**config.mk**
```make
export PLATFORM = sky130hd
export DESIGN_NAME = div_unit
export DESIGN_NICKNAME = d
export VERILOG_FILES = /design/src/rtl/div_unit_pkg.sv /design/src/rtl/div_unit.sv
export SDC_FILE = /design/constraint.sdc
export NUM_CORES = 1
export LEC_CHECK = 0
export BUFFER_PORTS_ARGS = -buffer_cell sky130_fd_sc_hd__buf_2
export CAP_MARGIN = 20
export CORE_MARGIN = 3
export CORE_UTILIZATION = 55
export CTS_CLUSTER_SIZE = 20
export DETAILED_ROUTE_END_ITERATION = 10
export PLACE_DENSITY = 0.76
export SLEW_MARGIN = 0
export SYNTH_ARGS = -nofsm -noshare
export SYNTH_HDL_FRONTEND = slang
export SYNTH_SLANG_ARGS = --single-unit
```
**constraint.sdc**
```tcl
create_clock -name clk -period 9.47 [get_ports clk]
set_clock_uncertainty 0.1 [all_clocks]
set_input_delay 0.947 -clock clk [delete_from_list [all_inputs] [get_ports clk]]
set_output_delay 0.947 -clock clk [all_outputs]
set_load 0.02 [all_outputs]
```
**src/rtl/div_unit_pkg.sv**
```systemverilog
// ============================================================================
// div_unit_pkg : shared state encoding for the multi-cycle divider
// Rev 1.0
// ============================================================================
`default_nettype none

package div_unit_pkg;

  localparam int DIV_WIDTH = 32;
  localparam int DIV_CNT_W = 6;

  typedef enum logic [1:0] {
    DIV_FREE    = 2'b00,
    DIV_BY_ZERO = 2'b01,
    DIV_ON      = 2'b10,
    DIV_END     = 2'b11
  } div_state_e;

endpackage

`default_nettype wire

```
**src/rtl/div_unit.sv**
```systemverilog
// ============================================================================
// div_unit : restoring radix-2 32/32 divider, result {remainder, quotient}
// Rev 1.0
// ============================================================================
`default_nettype none

module div_unit
  import div_unit_pkg::*;
#(
  parameter int WIDTH = DIV_WIDTH,
  parameter int CNT_W = DIV_CNT_W
) (
  input  logic               clk,
  input  logic               rst,
  input  logic               signed_div_i,
  input  logic [WIDTH-1:0]   opdata1_i,
  input  logic [WIDTH-1:0]   opdata2_i,
  input  logic               start_i,
  input  logic               annul_i,
  output logic [2*WIDTH-1:0] result_o,
  output logic               ready_o
);

  div_state_e           r_state;
  div_state_e           w_next_state;
  logic [CNT_W-1:0]     r_cnt;
  logic [WIDTH-1:0]     r_rem;
  logic [WIDTH-1:0]     r_dvd;
  logic [WIDTH-1:0]     r_dvs;
  logic                 r_sign_dvd;
  logic                 r_sign_dvs;
  logic [2*WIDTH-1:0]   r_result;
  logic                 r_ready;

  logic                 w_accept;
  logic                 w_dvs_zero;
  logic                 w_last;
  logic                 w_neg_dvd;
  logic                 w_neg_dvs;
  logic [WIDTH:0]       w_rem_shift;
  logic [WIDTH:0]       w_diff;
  logic                 w_qbit;
  logic [WIDTH-1:0]     w_rem_next;
  logic [WIDTH-1:0]     w_quot_next;
  logic [WIDTH-1:0]     w_quot_fix;
  logic [WIDTH-1:0]     w_rem_fix;

  assign w_accept   = start_i & ~annul_i;
  assign w_dvs_zero = (opdata2_i == '0);
  assign w_last     = (r_cnt == CNT_W'(WIDTH - 1));
  assign w_neg_dvd  = signed_div_i & opdata1_i[WIDTH-1];
  assign w_neg_dvs  = signed_div_i & opdata2_i[WIDTH-1];

  // One restoring step: the top dividend bit shifts into the partial remainder.
  assign w_rem_shift = {r_rem, r_dvd[WIDTH-1]};
  assign w_diff      = w_rem_shift - {1'b0, r_dvs};
  assign w_qbit      = ~w_diff[WIDTH];
  assign w_rem_next  = w_qbit ? w_diff[WIDTH-1:0] : w_rem_shift[WIDTH-1:0];
  assign w_quot_next = {r_dvd[WIDTH-2:0], w_qbit};

  // Sign bits are only ever set for signed operations, so unsigned passes through.
  assign w_quot_fix = (r_sign_dvd ^ r_sign_dvs) ? -w_quot_next : w_quot_next;
  assign w_rem_fix  = r_sign_dvd ? -w_rem_next : w_rem_next;

  always_ff @(posedge clk or posedge rst) begin
    if (rst) begin
      r_state <= DIV_FREE;
    end else begin
      r_state <= w_next_state;
    end
  end

  always_comb begin
    w_next_state = r_state;
    case (r_state)
      DIV_FREE: begin
        if (w_accept) begin
          w_next_state = w_dvs_zero ? DIV_BY_ZERO : DIV_ON;
        end
      end
      DIV_BY_ZERO: w_next_state = DIV_END;
      DIV_ON: begin
        if (annul_i) begin
          w_next_state = DIV_FREE;
        end else if (w_last) begin
          w_next_state = DIV_END;
        end
      end
      DIV_END: begin
        if (!start_i) begin
          w_next_state = DIV_FREE;
        end
      end
      default: w_next_state = DIV_FREE;
    endcase
  end

  always_ff @(posedge clk or posedge rst) begin
    if (rst) begin
      r_cnt      <= '0;
      r_rem      <= '0;
      r_dvd      <= '0;
      r_dvs      <= '0;
      r_sign_dvd <= 1'b0;
      r_sign_dvs <= 1'b0;
      r_result   <= '0;
      r_ready    <= 1'b0;
    end else begin
      case (r_state)
        DIV_FREE: begin
          r_result <= '0;
          r_ready  <= 1'b0;
          if (w_accept && !w_dvs_zero) begin
            r_dvd      <= w_neg_dvd ? -opdata1_i : opdata1_i;
            r_dvs      <= w_neg_dvs ? -opdata2_i : opdata2_i;
            r_sign_dvd <= w_neg_dvd;
            r_sign_dvs <= w_neg_dvs;
            r_rem      <= '0;
            r_cnt      <= '0;
          end
        end
        DIV_BY_ZERO: begin
          r_result <= '0;
          r_ready  <= 1'b1;
        end
        DIV_ON: begin
          if (annul_i) begin
            r_cnt <= '0;
          end else begin
            r_rem <= w_rem_next;
            r_dvd <= w_quot_next;
            r_cnt <= r_cnt + CNT_W'(1);
            if (w_last) begin
              r_result <= {w_rem_fix, w_quot_fix};
              r_ready  <= 1'b1;
            end
          end
        end
        DIV_END: begin
          if (!start_i) begin
            r_result <= '0;
            r_ready  <= 1'b0;
          end
        end
        default: begin
          r_result <= '0;
          r_ready  <= 1'b0;
        end
      endcase
    end
  end

  assign result_o = r_result;
  assign ready_o  = r_ready;

endmodule

`default_nettype wire

```
Word-level counts from Yosys, hierarchy flattened. Cells that the tools add are included.

Add/sub/neg operators: 6. Equality and inequality tests: 10. Mux-type cells: 28. Bitwise logic cells: 6. Reduce and logical (&&, ||, !) cells: 11.

Operators by type and width (number): $mux 32 (9); $mux 64 (3); $pmux 64 s3 (1); $neg 32->32 (4); $pmux 32 s2 (2); $sub 33x32->33 (1); $logic_not 32->1 (1); $mux 6 (2); $pmux 6 s2 (1); $mux 2 (5); $ne 2x2->1 const B (5); $reduce_and 3->1 (3); $pmux 2 s4 (1); $add 6x1->6 const B (1); $eq 6x5->1 const B (1); $eq 2x2->1 const B (2); $pmux 1 s4 (1); $reduce_and 2->1 (2); $and 1x1->1 (3); $mux 1 (3); $ne 3x3->1 const B (1); $eq 2x1->1 const B (1); $logic_not 2->1 (1); $not 1->1 (2); other kinds (5) (5).

Bits in registers: 171. Input bits: 69. Output and inout bits: 65. Word-level logic and storage cells: 70.

Logic depth before layout (Yosys ltp).
Depth after elaboration: 7. Mapped depth: 27. Mapped depth without buffers: 24.

Worst setup path before layout. No wires, ideal clock.

Kind: register to register. Start: register r_dvd[31]. End: register r_result[60] (netlist: result_o[60]). Library setup time: 0.129 ns. Arrival: 5.827 ns. Required time: 9.241 ns. Setup slack: 3.413 ns. Stages on the path, launching flop included: 28. Path buffers: 3. Period minus slack after synthesis: 6.057 ns. Path through: dfrtp_1 > inv_1 > ha_1 > inv_1 > fa_1 > a211oi_1 > o211ai_2 > nand3_2 > a2111oi_4 > or3_4 > and2_4 > inv_2 > clkbuf_1 > buf_1 > clkbuf_1 > nor2_1 > a21oi_1 > ha_1 > nand2_1 > a211o_1 > or4_1 > nor3_2 > a41oi_1 > or2_1 > or3_1 > o41ai_2 > xnor2_1 > o21ai_1.

Cells in the longest elaborated chain, start to end: 7.

RTL lines: from (decl) (RTL line div_unit.sv:28) `logic [WIDTH-1:0] r_dvd;`; from (signal assigned) (RTL line div_unit.sv:114) `r_dvd <= w_neg_dvd ? -opdata1_i : opdata1_i;`; from (signal assigned) (RTL line div_unit.sv:131) `r_dvd <= w_quot_next;`; $sub 33x32->33 (RTL line div_unit.sv:56) `assign w_diff = w_rem_shift - {1'b0, r_dvs};`; $mux 32 * (RTL line div_unit.sv:58) `assign w_rem_next = w_qbit ? w_diff[WIDTH-1:0] : w_rem_shift[WIDTH-1:0];`; $neg 32->32 (RTL line div_unit.sv:63) `assign w_rem_fix = r_sign_dvd ? -w_rem_next : w_rem_next;`; $mux 32 * (RTL line div_unit.sv:63); $mux 64 * (RTL line div_unit.sv:133) `if (w_last) begin`; $mux 64 * (RTL line div_unit.sv:127) `if (annul_i) begin`; $pmux 64 s3 * (RTL line div_unit.sv:109) `case (r_state)`; to (signal assigned) (RTL line div_unit.sv:134) `r_result <= {w_rem_fix, w_quot_fix};`; to (decl) (RTL line div_unit.sv:32) `logic [2*WIDTH-1:0] r_result;`.

Mark *: on every way between the ends. The rest lies on a longest branch, timed or not. The select of a mux whose other input is x is not followed. A chain may end at the register's enable or synchronous reset.

Final worst setup path. Ends and elaborated chain as after synthesis.

==> flow_summary.toml <==
[logic_synthesis]
syn_inst = 1483
syn_avg_cell_area_um2 = 8.042
synth_top_family_by_area = "compound AO/OA/AOI/OAI gates"
synth-compound-area-share_pct = 22.95
synthXorXnorAreaFrac_pct = 10.28
syn_area_mm2 = 0.01193
synth_ff_type = "dfrtp_1"
synth_seq_area_share_pct = 35.88
synth_seq_cells = 171
synthAdderAreaFrac_pct = 4.574
synth-simple-area-share_pct = 19.67
synth_largest_area_cell = "dfrtp_1"
synth-edff-count = 0
synth_area_leaders = "dfrtp_1 (36%), o21ai_0 (8.9%), nand2_1 (7.8%), xnor2_1 (5.4%), xor2_1 (4.9%)"
synth_nets = 1595
yosysMostFrequentCell = "nand2_1"
synthArstFlopShare_pct = 100.0
synth_mux_area_share_pct = 2.319
netlist.area_leader.share_pct = 35.88
synth_common_cells = "nand2_1 (248), o21ai_0 (213), dfrtp_1 (171)"
ys_types = 79
yosysWarnings = 0

[critical_path]
cp_top_family = "simple AND/OR/NAND/NOR gates"
r2r-start = "r_dvd[31]$_DFFE_PP0P_"
critPathSlowestCell = "and2_4"
critPathKind = "reg -> reg"
r2r-end = "result_o[60]$_DFFE_PP0P_"
crit_path_max_fanout = 48
critPathBufInv = 3
cp-end-kind = "flip-flop"
cp.depth = 23
cp.arrival_ps = 6410
crit_start = "r_dvd[31]$_DFFE_PP0P_"
required_ps = 9690
critPathLaunchType = "flip-flop"
max_stage_delay_ps = 580
reg2reg_slack_ps = 3270
path_cells = "inv_1 > ha_1 > inv_1 > fa_1 > a211oi_1 > o211ai_2 > nand3_2 > a2111oi_4 > o21ai_1 > and2_4 > inv_2 > mux2i_1 > ha_1 > nand2_1 > a211o_1 > or4_1 > nor3_2 > a41oi_1 > or2_1 > or3_1 > o41ai_2 > xnor2_1 > o21ai_1"
crit_path_end = "result_o[60]$_DFFE_PP0P_"
r2r_cells = 23

[grt]
grt_pass1_vias = 10190
grt_pass1_wl_um = 51320
grt-ovfl-total = 0
antenna_found_initial = 0
grt_max_degree = 94
grtUsageTotal_pct = 26.26

[route]
drt_wl_total_um = 31430
drt_iter0_drc = 930
viasPerCell = 5.915
routedWlPerCell_um = 16.88
vias = 11010
drc_errors = 0
dr.pass1.iters = 7
ant_nets = 0

[floorplanning]
die_x_um = 153.3
pin_count = 134
dieArea_mm2 = 0.02349
core_mm2 = 0.02115
row_count = 53
initial_core_util_pct = 56.38
dieHeight_um = 153.3

[power_and_ir_drop]
clock_power_share_pct = 22.1
finalPower_mw = 3.301
pwr-share-comb_pct = 47.9
seq_power_share_pct = 30.0
ir_drop_v = 0.0001625
p_sw_mw = 1.468
pwr_density_cell_mw_per_mm2 = 246.5
power.internal_mw = 1.832
swShare_pct = 44.48
p_leak_nw = 6.033

[sta]
tightest_slew_ps = 983.3
max_freq_mhz = 161.4
fin_crit_sh_pct = 65.44
min_period_ps = 6197
tns_ps = 0
slew_violations = 0
hold_viol = 0
relSlewSlack_pct = 34.44
rsz0062_at_grt = "no"
setup_violations = 0

[clock_tree]
cts_buffers = 17
cts_tree = "built"
root_buffer = "clkbuf_16"
cts-hold-fix-buffers = 0
clock-sinks = 171
cts_resized = 0
cts_setup_buffers = 0
clockBufferDepth = 2
clk_latency_ps = 430
h-tree-depth = 4
clk_pin_slew_worst_paths_ps = 70

[finish]
nNetsFinal = 1686
area_growth_pct = 12.26
n_antenna_cell = 0
drive_gt1_share_pct = 13.48

[hold_path]
hold_start = "result_o[52]$_DFFE_PP0P_"
hold_class = "reg -> reg"

[run_status]
status = "completed"

[flow_run]
maxCapViolCount = 0

[placement]
gp_congestion = 0.9401
portBuffers = 133
dpl.hpwl_um = 23190
## sequential cells by signal, summed over array words and instances (netlist names)
signal / count
r_sign_dvs: 1
r_dvs: 32
r_rem: 32
r_cnt: 6
result_o: 64
ready_o: 1
r_sign_dvd: 1
r_dvd: 32
r_state: 2
## power by group through the flow
| stage | registers [mW] | logic (mW) | clock network (mW) |
|---|---|---|---|
| 6_report | 0.990 | 1.58 | 0.729 |
| 3_3_place_gp | 0.995 | 1.53 | 0 |
| 5_1_grt | 1.01 | 1.77 | 0.766 |
| 2_1_floorplan | 0.978 | 1.21 | 0 |
| 4_1_cts | 0.988 | 1.56 | 0.736 |
| 3_5_place_dp | 1.00 | 1.55 | 0 |
## cell type report
| cell class | instances | area, um2 |
|---|---|---|
| repair buffers | 145 | 779.5 |
| clock buffers | 18 | 429.2 |
| flip-flops and latches | 171 | 4279 |
| clock inverters | 14 | 182.7 |
| fillers | 1874 | 7765 |
| well taps | 275 | 344.1 |
| multi-input cells | 1179 | 7144 |
| inverters | 60 | 230.2 |
## worst min path at each step
| stage | slack, ps | to | cells after the start |
|---|---|---|---|
| after floorplan | 370 | r_cnt[1]$_DFFE_PP0P_ | 2 |
| after global placement | 350 | result_o[53]$_DFFE_PP0P_ | 2 |
| after detailed placement | 360 | result_o[45]$_DFFE_PP0P_ | 2 |
| after CTS | 380 | result_o[45]$_DFFE_PP0P_ | 2 |
| after global routing | 400 | result_o[50]$_DFFE_PP0P_ | 2 |
| final | 370 | result_o[52]$_DFFE_PP0P_ | 2 |
## cell families (layout without fill, tap and decap cells)
kind of cell,count (synthesis),after routing
xor gates and xnor gates,140,140
DFF,171,171
muxes,27,27
AOI/OAI and AO/OA,461,461
and+or+nand+nor,508,508
buffers and inverters,133,237
adders and majority gates,43,43
## layout by cell type (no fill, tap or decap), drive strengths merged, types with 12 or more instances in the layout
cell type,count
clkbuf,18
or3,20
buf,145
a31oi,18
dfrtp,171
nor2,99
o21ai,219
xnor2,73
a21o,12
o31ai,26
nor4,12
ha,42
a21oi,109
nand3,14
nor3,31
xor2,67
nand2,248
mux2i,22
inv,65
## routing by layer
metal  vias up  GRT usage [%]  wire (um)
met2       419          41.84      14110
met1      5146          37.91      14540
li1       5409              -          -
met5         -              0          0
met3        40          3.822       2320
met4         0          6.619        450
## through the flow
step	setup WS (ps)	instances	hold slack [ps]	cell area [um2]	utilization, %
finish	3273	1862	372.5	13390	63.29
global route	2801	1862	396.0	13390	63.29
CTS	3260	1860	380.6	13350	63.09
detailed placement	3264	1828	364.9	12730	60.20
global placement	3489	1827	354.7	12730	60.18
floorplan	3413	1483	367.7	11930	-
## worst reg2reg max path, delay by kind of cell (launching register included)
kind / cells / cell delay, ps
and+or+nand+nor: 7 / 2320
AOI/OAI and AO/OA: 8 / 1750
adders and majority gates: 3 / 830
DFF: 1 / 410
buffers and inverters: 3 / 260
muxes: 1 / 260
xor gates and xnor gates: 1 / 160
(Power assumes the default switching activity.)
